**config.mk**
```make
export PLATFORM = sky130hd
export DESIGN_NAME = pll_supervisor
export DESIGN_NICKNAME = d
export VERILOG_FILES = /design/src/rtl/pll_supervisor_pkg.sv /design/src/rtl/pll_supervisor_ce_divider.sv /design/src/rtl/pll_supervisor.sv
export SDC_FILE = /design/constraint.sdc
export NUM_CORES = 1
export LEC_CHECK = 0
export CAP_MARGIN = 30
export CELL_PAD_IN_SITES_DETAIL_PLACEMENT = 0
export CELL_PAD_IN_SITES_GLOBAL_PLACEMENT = 1
export CORE_MARGIN = 4
export CORE_UTILIZATION = 39
export CTS_CLUSTER_SIZE = 16
export DETAILED_ROUTE_END_ITERATION = 6
export PLACE_DENSITY_LB_ADDON = 0.3
export SLEW_MARGIN = 20
export SYNTH_ARGS = -nofsm -noshare
export SYNTH_HDL_FRONTEND = slang
export SYNTH_SLANG_ARGS = --single-unit
export TNS_END_PERCENT = 5
```
**constraint.sdc**
```tcl
create_clock -name clock_in -period 2.8 [get_ports clock_in]
set_input_delay 0.56 -clock clock_in [delete_from_list [all_inputs] [get_ports clock_in]]
set_output_delay 0.56 -clock clock_in [all_outputs]
set_load 0.03 [all_outputs]
```
**src/rtl/pll_supervisor_pkg.sv**
```systemverilog
// Shared definitions for the PLL supervisor: state encoding and loss-counter width.
package pll_supervisor_pkg;

  typedef enum logic [1:0] {
    WAIT_LOCK = 2'd0,
    STABILIZE = 2'd1,
    RUN       = 2'd2,
    LOST      = 2'd3
  } state_t;

  localparam int LOSS_CNT_W = 8;

endpackage

```
**src/rtl/pll_supervisor_ce_divider.sv**
```systemverilog
// One clock-enable channel: divides the RUN period by a ratio that is latched
// at RUN entry and re-latched only when the channel strobes.
module ce_divider #(
  parameter int DIV_W = 8
) (
  input  logic             clock_in,
  input  logic             reset,
  input  logic             run,
  input  logic [DIV_W-1:0] ratio,
  output logic             ce
);

  logic [DIV_W-1:0] cnt_reg;
  logic [DIV_W-1:0] ratio_reg;
  logic [DIV_W-1:0] ratio_clamped;
  logic [DIV_W-1:0] eff_ratio;
  logic             active_reg;
  logic             ce_reg;

  // Ratios 0 and 1 both mean "strobe every cycle".
  always_comb begin
    ratio_clamped = (ratio == '0) ? DIV_W'(1) : ratio;
    eff_ratio     = active_reg ? ratio_reg : ratio_clamped;
  end

  // run reflects the next state, so ce lines up with the state register.
  always_ff @(posedge clock_in) begin
    if (reset || !run) begin
      cnt_reg    <= '0;
      ratio_reg  <= '0;
      active_reg <= 1'b0;
      ce_reg     <= 1'b0;
    end else begin
      active_reg <= 1'b1;
      if (cnt_reg == eff_ratio - DIV_W'(1)) begin
        ce_reg    <= 1'b1;
        cnt_reg   <= '0;
        ratio_reg <= ratio_clamped;
      end else begin
        ce_reg    <= 1'b0;
        cnt_reg   <= cnt_reg + DIV_W'(1);
        ratio_reg <= eff_ratio;
      end
    end
  end

  assign ce = ce_reg;

endmodule

```
**src/rtl/pll_supervisor.sv**
```systemverilog
// PLL lock supervisor: synchronizes lock, holds reset until lock is stable, then
// generates divided clock enables. Define PLL_SUPERVISOR_LOSS_CNT_EN for loss_count.
module pll_supervisor
  import pll_supervisor_pkg::*;
#(
  parameter int NUM_CH        = 2,
  parameter int DIV_W         = 8,
  parameter int STABLE_CYCLES = 1024,
  parameter int SYNC_STAGES   = 2
) (
  input  logic                    clock_in,
  input  logic                    reset,
  input  logic                    locked_in,
  input  logic [NUM_CH*DIV_W-1:0] div_ratio,
  output logic                    rst_out,
  output logic                    ready,
  output logic [NUM_CH-1:0]       ce_out,
  output logic [1:0]              state_out
`ifdef PLL_SUPERVISOR_LOSS_CNT_EN
  ,
  output logic [LOSS_CNT_W-1:0]   loss_count
`endif
);

  localparam int STAB_W = $clog2(STABLE_CYCLES);
  localparam logic [STAB_W-1:0] STAB_LAST = STAB_W'(STABLE_CYCLES - 1);

  logic [SYNC_STAGES-1:0] sync_reg;
  logic                   lock_s;
  state_t                 state_reg, state_next;
  logic [STAB_W-1:0]      stable_cnt_reg, stable_cnt_next;
  logic                   run_next;

  assign lock_s = sync_reg[SYNC_STAGES-1];

  always_ff @(posedge clock_in) begin
    if (reset) begin
      sync_reg       <= '0;
      state_reg      <= WAIT_LOCK;
      stable_cnt_reg <= '0;
    end else begin
      sync_reg       <= {sync_reg[SYNC_STAGES-2:0], locked_in};
      state_reg      <= state_next;
      stable_cnt_reg <= stable_cnt_next;
    end
  end

  always_comb begin
    state_next      = state_reg;
    stable_cnt_next = stable_cnt_reg;
    case (state_reg)
      WAIT_LOCK: begin
        if (lock_s) begin
          state_next      = STABILIZE;
          stable_cnt_next = '0;
        end
      end
      STABILIZE: begin
        if (!lock_s) begin
          state_next = WAIT_LOCK;
        end else if (stable_cnt_reg == STAB_LAST) begin
          state_next = RUN;
        end else begin
          stable_cnt_next = stable_cnt_reg + STAB_W'(1);
        end
      end
      RUN: begin
        if (!lock_s) state_next = LOST;
      end
      LOST:    state_next = WAIT_LOCK;
      default: state_next = WAIT_LOCK;
    endcase
  end

  assign state_out = state_reg;
  assign ready     = (state_reg == RUN);
  assign rst_out   = (state_reg != RUN);
  assign run_next  = (state_next == RUN);

  generate
    for (genvar gi = 0; gi < NUM_CH; gi++) begin : g_ch
      ce_divider #(
        .DIV_W(DIV_W)
      ) u_div (
        .clock_in(clock_in),
        .reset   (reset),
        .run     (run_next),
        .ratio   (div_ratio[gi*DIV_W +: DIV_W]),
        .ce      (ce_out[gi])
      );
    end
  endgenerate

`ifdef PLL_SUPERVISOR_LOSS_CNT_EN
  logic [LOSS_CNT_W-1:0] loss_cnt_reg;

  always_ff @(posedge clock_in) begin
    if (reset) begin
      loss_cnt_reg <= '0;
    end else if (state_reg == RUN && state_next == LOST && loss_cnt_reg != '1) begin
      loss_cnt_reg <= loss_cnt_reg + LOSS_CNT_W'(1);
    end
  end

  assign loss_count = loss_cnt_reg;
`endif

endmodule

```
; ---- After elaboration in Yosys (flattened, before gate mapping)
; Index checks and enable logic that the tools add are counted.
[word_totals]
regBits = 49
input_bits = 19
word_cells = 53
[op_classes]
n_addsub = 5
n_eq_ne = 11
muxes = 18
n_reduce_logical = 9
[ops]
columns = op, n
row1 = $mux 8, 6
row2 = $mux 10, 3
row3 = $pmux 10 s2, 1
row4 = $add 8x1->8 const B, 2
row5 = $eq 8x8->1, 2
row6 = $logic_not 8->1, 2
row7 = $sub 8x1->8 const B, 2
row8 = $add 10x1->10 const B, 1
row9 = $eq 10x10->1 const B, 1
row10 = $mux 2, 4
row11 = $ne 2x2->1 const B, 4
row12 = $pmux 2 s4, 1
row13 = $eq 2x2->1 const B, 3
row14 = $reduce_and 4->1, 1
row15 = $reduce_or 2->1, 2
row16 = $mux 1, 3
row17 = $eq 2x1->1 const B, 1
row18 = $logic_not 2->1, 1
row19 = $reduce_bool 2->1, 1
row20 = $logic_not 1->1, 1
row21 = $logic_or 1x1->1, 1

; ---- Logic depth before layout (Yosys ltp)
[depth]
ltp_word = 8
mapped_depth = 12

; ---- Cells and area by module
; From an unflattened synthesis, not the netlist that was laid out.
[unflattened]
hier_cells = 321
area_unflattened_um2 = 2837.7
[modules_own_cells]
columns = mod, instances, cells_per_inst, area_per_inst_um2, seq_area_each_um2
row1 = ce_divider, 2, 124, 1082.3, 360.3
row2 = pll_supervisor, 1, 73, 673.1, 280.3

; ---- Least setup slack after synthesis
; OpenSTA, ideal clock, no wires.
[synth_timing]
kind = input port to flip-flop
start = input div_ratio[3]
end = register g_ch[0].u_div.cnt_reg[2]
t_arrival_ps = 2875
path_slack_ps = -190
path_stages = 11
path_buffers = 1
path_cell_list = or4_4 -> o41ai_2 -> nand2_1 -> ha_1 -> o21ai_0 -> o221ai_1 -> o21a_1 -> a2111oi_4 -> nand2b_1 -> buf_4 -> nor2_1
[synth_between]
elab_chain_cells = 6
[synth_lines]
columns = element, line
row1 = from (decl), pll_supervisor.sv:14  ; input logic [NUM_CH*DIV_W-1:0] div_ratio,
row2 = $logic_not 8->1, pll_supervisor_ce_divider.sv:22  ; ratio_clamped = (ratio == '0) ? DIV_W'(1) : ratio;
row3 = $mux 8 *, pll_supervisor_ce_divider.sv:22
row4 = $mux 8 *, pll_supervisor_ce_divider.sv:23  ; eff_ratio = active_reg ? ratio_reg : ratio_clamped;
row5 = $sub 8x1->8 *, pll_supervisor_ce_divider.sv:35  ; if (cnt_reg == eff_ratio - DIV_W'(1)) begin
row6 = $eq 8x8->1 *, pll_supervisor_ce_divider.sv:35
row7 = $reduce_or 2->1 (no source line) *, --
row8 = to (signal assigned), pll_supervisor_ce_divider.sv:41  ; cnt_reg <= cnt_reg + DIV_W'(1);
row9 = to (decl), pll_supervisor_ce_divider.sv:13  ; logic [DIV_W-1:0] cnt_reg;
; Every way passes the cells marked *; elsewhere a longest branch is shown, timed or not.
; A chain may end at the register's enable or synchronous reset.

; ---- Worst setup path in the final report
[layout_timing]
start = input div_ratio[9]
end = register g_ch[1].u_div.ratio_reg[5]
[layout_between]
elab_chain_cells = 6
[layout_lines]
columns = element, line
row1 = $logic_not 8->1, pll_supervisor_ce_divider.sv:22
row2 = $mux 8 *, pll_supervisor_ce_divider.sv:22
row3 = $mux 8, pll_supervisor_ce_divider.sv:23
row4 = $sub 8x1->8, pll_supervisor_ce_divider.sv:35
row5 = $eq 8x8->1, pll_supervisor_ce_divider.sv:35
row6 = $mux 8 *, pll_supervisor_ce_divider.sv:35
row7 = to (signal assigned), pll_supervisor_ce_divider.sv:38  ; ratio_reg <= ratio_clamped;
row8 = to (signal assigned), pll_supervisor_ce_divider.sv:42  ; ratio_reg <= eff_ratio;
row9 = to (decl), pll_supervisor_ce_divider.sv:14  ; logic [DIV_W-1:0] ratio_reg;
; Marked as above.

==> results.py <==
metrics = {
    "synth": {
        "synth_top_family_by_area": "simple AND/OR/NAND/NOR gates",
        "synth_area_um2": 2680,
        "yosys.cell_types.count": 45,
        "yosys.area.top_type": "dfxtp_1",
        "synth_simple_gate_area_share_pct": 25.1,
        "ys_seq_area_share_pct": 36.6,
        "synth_xor_area_share_pct": 13.1,
        "synth_edf_count": 0,
        "async_reset_ff_share_pct": 0,
        "yosysTopAreaCellShare_pct": 36.6,
        "ys_ff_latch": 49,
        "yosys_warnings": 0,
        "synthMuxAreaShare_pct": 7.88,
        "synth_fa_ha_area_share_pct": 2.33,
        "synth_compound_area_share_pct": 11.6,
        "avgSynthCellArea_um2": 8.57,
        "synth_area_leaders": "dfxtp_1 37%, mux2i_1 7.5%, xor2_1 7.2%, xnor2_1 5.9%, nor2_1 5.3%",
        "syn_inst": 313,
        "dominantRegCellSynth": "dfxtp_1",
        "syn_nets": 337,
    },
    "detailed_routing": {
        "via_per_inst": 5.18,
        "highest_layer": "met4",
        "initialDrtViolationCount": 51,
        "ant_nets": 0,
        "met1_length_um": 2920,
        "vias": 2321,
        "wl_met2_um": 2650,
        "first_pass_iters": 4,
        "wire_per_inst_um": 13.0,
        "drc": 0,
        "wirelength_um": 5820,
        "route.met3.wl_um": 220,
    },
    "pwr": {
        "power_frac_comb_pct": 11.2,
        "powerDensity_nw_per_um2": 399,
        "seqPwrFrac_pct": 50.7,
        "intPower_w": 0.00107,
        "pwr-share-clk_pct": 38.0,
        "p_leak_nw": 1.25,
        "ir_drop_uv": 181,
        "power_switching_w": 0.000305,
        "swShare_pct": 22.2,
        "finalPower_w": 0.00138,
    },
    "grt": {
        "grt_pass1_wl_um": 10200,
        "grt_pass1_vias": 2225,
        "overflow": 0,
        "grt_max_degree": 18,
        "antenna_found_initial": 0,
        "gr-usage-all-layers_pct": 14.5,
    },
    "timing": {
        "maxSlewViolCount": 0,
        "hold_viol": 0,
        "finalHoldWorstSlack_ns": 0.448,
        "tightest_slew_ns": 0.520,
        "min_period_ns": 2.78,
        "slew_headroom_pct": 64.8,
        "setup_viol": 0,
        "skew_ns": 0.00841,
        "fmax_mhz": 359,
        "fin_crit_sh_pct": 99.4,
        "rsz0062_at_grt": "true",
    },
    "floorplanning": {
        "ios": 25,
        "rows": 29,
        "die_w_um": 90.9,
        "start_util_pct": 41.3,
        "design.core.area_um2": 6490,
        "die_height_um": 90.9,
        "dieArea_um2": 8270,
    },
    "placement": {
        "place_congestion": 0.847,
        "io_buffers": 24,
        "hpwlAfterDp_um": 4270,
    },
    "finish": {
        "drive_above_1_share_pct": 20.2,
        "antennaDiodeCount": 0,
        "areaGrowthSynthToFinish_pct": 28.7,
        "fin_util_pct": 53.2,
        "num-nets-final": 394,
    },
    "flow_run": {
        "cap_violations": 0,
    },
    "worst_setup_path": {
        "end_kind": "register",
        "cp-start-kind": "input pin",
        "worstSetupStartpoint": "div_ratio[9]",
        "critPathKind": "in -> reg",
        "cp_max_fo": 5,
        "arrival_ns": 3.02,
        "r2r_start": "g_ch[0].u_div.active_reg",
        "crit_required_ns": 3.04,
    },
    "clocking": {
        "clk_latency_ns": 0.30,
        "hold_buffers": 0,
        "cts_max_path_buffers": 2,
        "clk_pin_slew_ns": 0.09,
        "cts_tree": "built",
        "htreeDepth": 2,
        "numCtsBuffers": 5,
        "clock_sinks": 49,
        "clockRootBuffer": "clkbuf_8",
    },
    "hold_path": {
        "min_from": "sync_reg[0]",
        "hold_path_class": "reg -> reg",
    },
    "run_status": {
        "outcome": "completed",
    },
}
## metrics by stage
stage          TNS, ns  instance area [µm²]  setup WS, ns  std cells
6_report             0                 3450        0.0155        448
5_1_grt          -1.56                 3450        -0.103        448
4_1_cts         -0.419                 3390       -0.0873        446
3_5_place_dp    -14.56                 3220        -0.686        436
3_3_place_gp    -13.46                 3220        -0.601        436
2_1_floorplan    -4.26                 2680        -0.180        313
## cells in the final DEF (no fill, tap or decap), types with 4 or more instances in the layout
cell type / Yosys / routed
a21oi_1: 20 / 18
and3_1: 5 / 5
buf_4: 3 / 35
buf_6: 0 / 4
clkbuf_8: 0 / 6
clkdlybuf4s50_1: 0 / 19
dfxtp_1: 49 / 49
ha_1: 5 / 4
inv_1: 9 / 9
mux2i_1: 20 / 20
nand2_1: 22 / 21
nand2b_1: 5 / 5
nand3_1: 12 / 12
nand3b_1: 4 / 4
nand4_1: 5 / 5
nor2_1: 38 / 38
nor2b_1: 7 / 7
nor3_1: 6 / 6
nor4_1: 7 / 6
o21ai_0: 10 / 9
or2_2: 6 / 6
xnor2_1: 18 / 18
xor2_1: 22 / 22
## Yosys cell counts, types with 7 or more instances
| master | n |
|---|---|
| xnor2_1 | 18 |
| nor2b_1 | 7 |
| xor2_1 | 22 |
| dfxtp_1 | 49 |
| a21oi_1 | 20 |
| o21ai_0 | 10 |
| nor4_1 | 7 |
| nor2_1 | 38 |
| clkbuf_1 | 8 |
| mux2i_1 | 20 |
| nand3_1 | 12 |
| inv_1 | 9 |
| nand2_1 | 22 |
## per-layer routing
metal	track usage, %	up-vias
li1	-	1204
met1	19.8	1086
met2	23.4	29
met3	3.39	2
met4	3.02	0
met5	0	-
## power groups by stage
stage	Combinational [W]	Sequential, W	Clock [W]
2_1_floorplan	0.0000641	0.000716	0
3_5_place_dp	0.000142	0.000715	0
4_1_cts	0.000150	0.000699	0.000549
3_3_place_gp	0.000141	0.000715	0
6_report	0.000155	0.000699	0.000524
5_1_grt	0.000168	0.000699	0.000575
## critical path, stage by stage
cell,delay [ns]
clkdlybuf4s50_1,0.44
buf_4,0.17
or4_4,0.54
a21oi_2,0.20
nor2_1,0.09
a211oi_2,0.22
a211oi_2,0.11
buf_4,0.17
buf_4,0.13
or2_2,0.26
a21oi_1,0.13
## worst paths after layout
kind / end / slack (ns) / cells past startpoint
setup / recovery: g_ch[1].u_div.ratio_reg[5] / 0.02 / 11
hold / removal: sync_reg[1] / 0.45 / 1
setup reg to reg: g_ch[0].u_div.ratio_reg[3] / 0.21 / 8
hold reg to reg: sync_reg[1] / 0.45 / 1
## timing repair
item / 4_1_cts / 5_1_grt
setup endpoints to repair: 17 / 34
pin swaps: 9 / 8
buffers inserted: 1 / 1
gates resized for setup: 26 / 10
cloned: 1 / 1
## final cells by class
class,instances,area (µm²)
Timing Repair Buffer,63,537
Tap cell,77,96.3
Sequential cell,49,981
Multi-Input combinational cell,242,1690
Clock inverter,2,37.5
Fill cell,613,3040
Inverter,9,33.8
Clock buffer,6,82.6
## logic make-up after synthesis
family | after synthesis
AND/OR/NAND/NOR | 130
flip-flops | 49
AO/OA/AOI/OAI | 46
XOR/XNOR | 40
buffers and inverters | 22
multiplexers | 21
adder cells (fa/ha/maj) | 5
(Power assumes the default switching activity.)
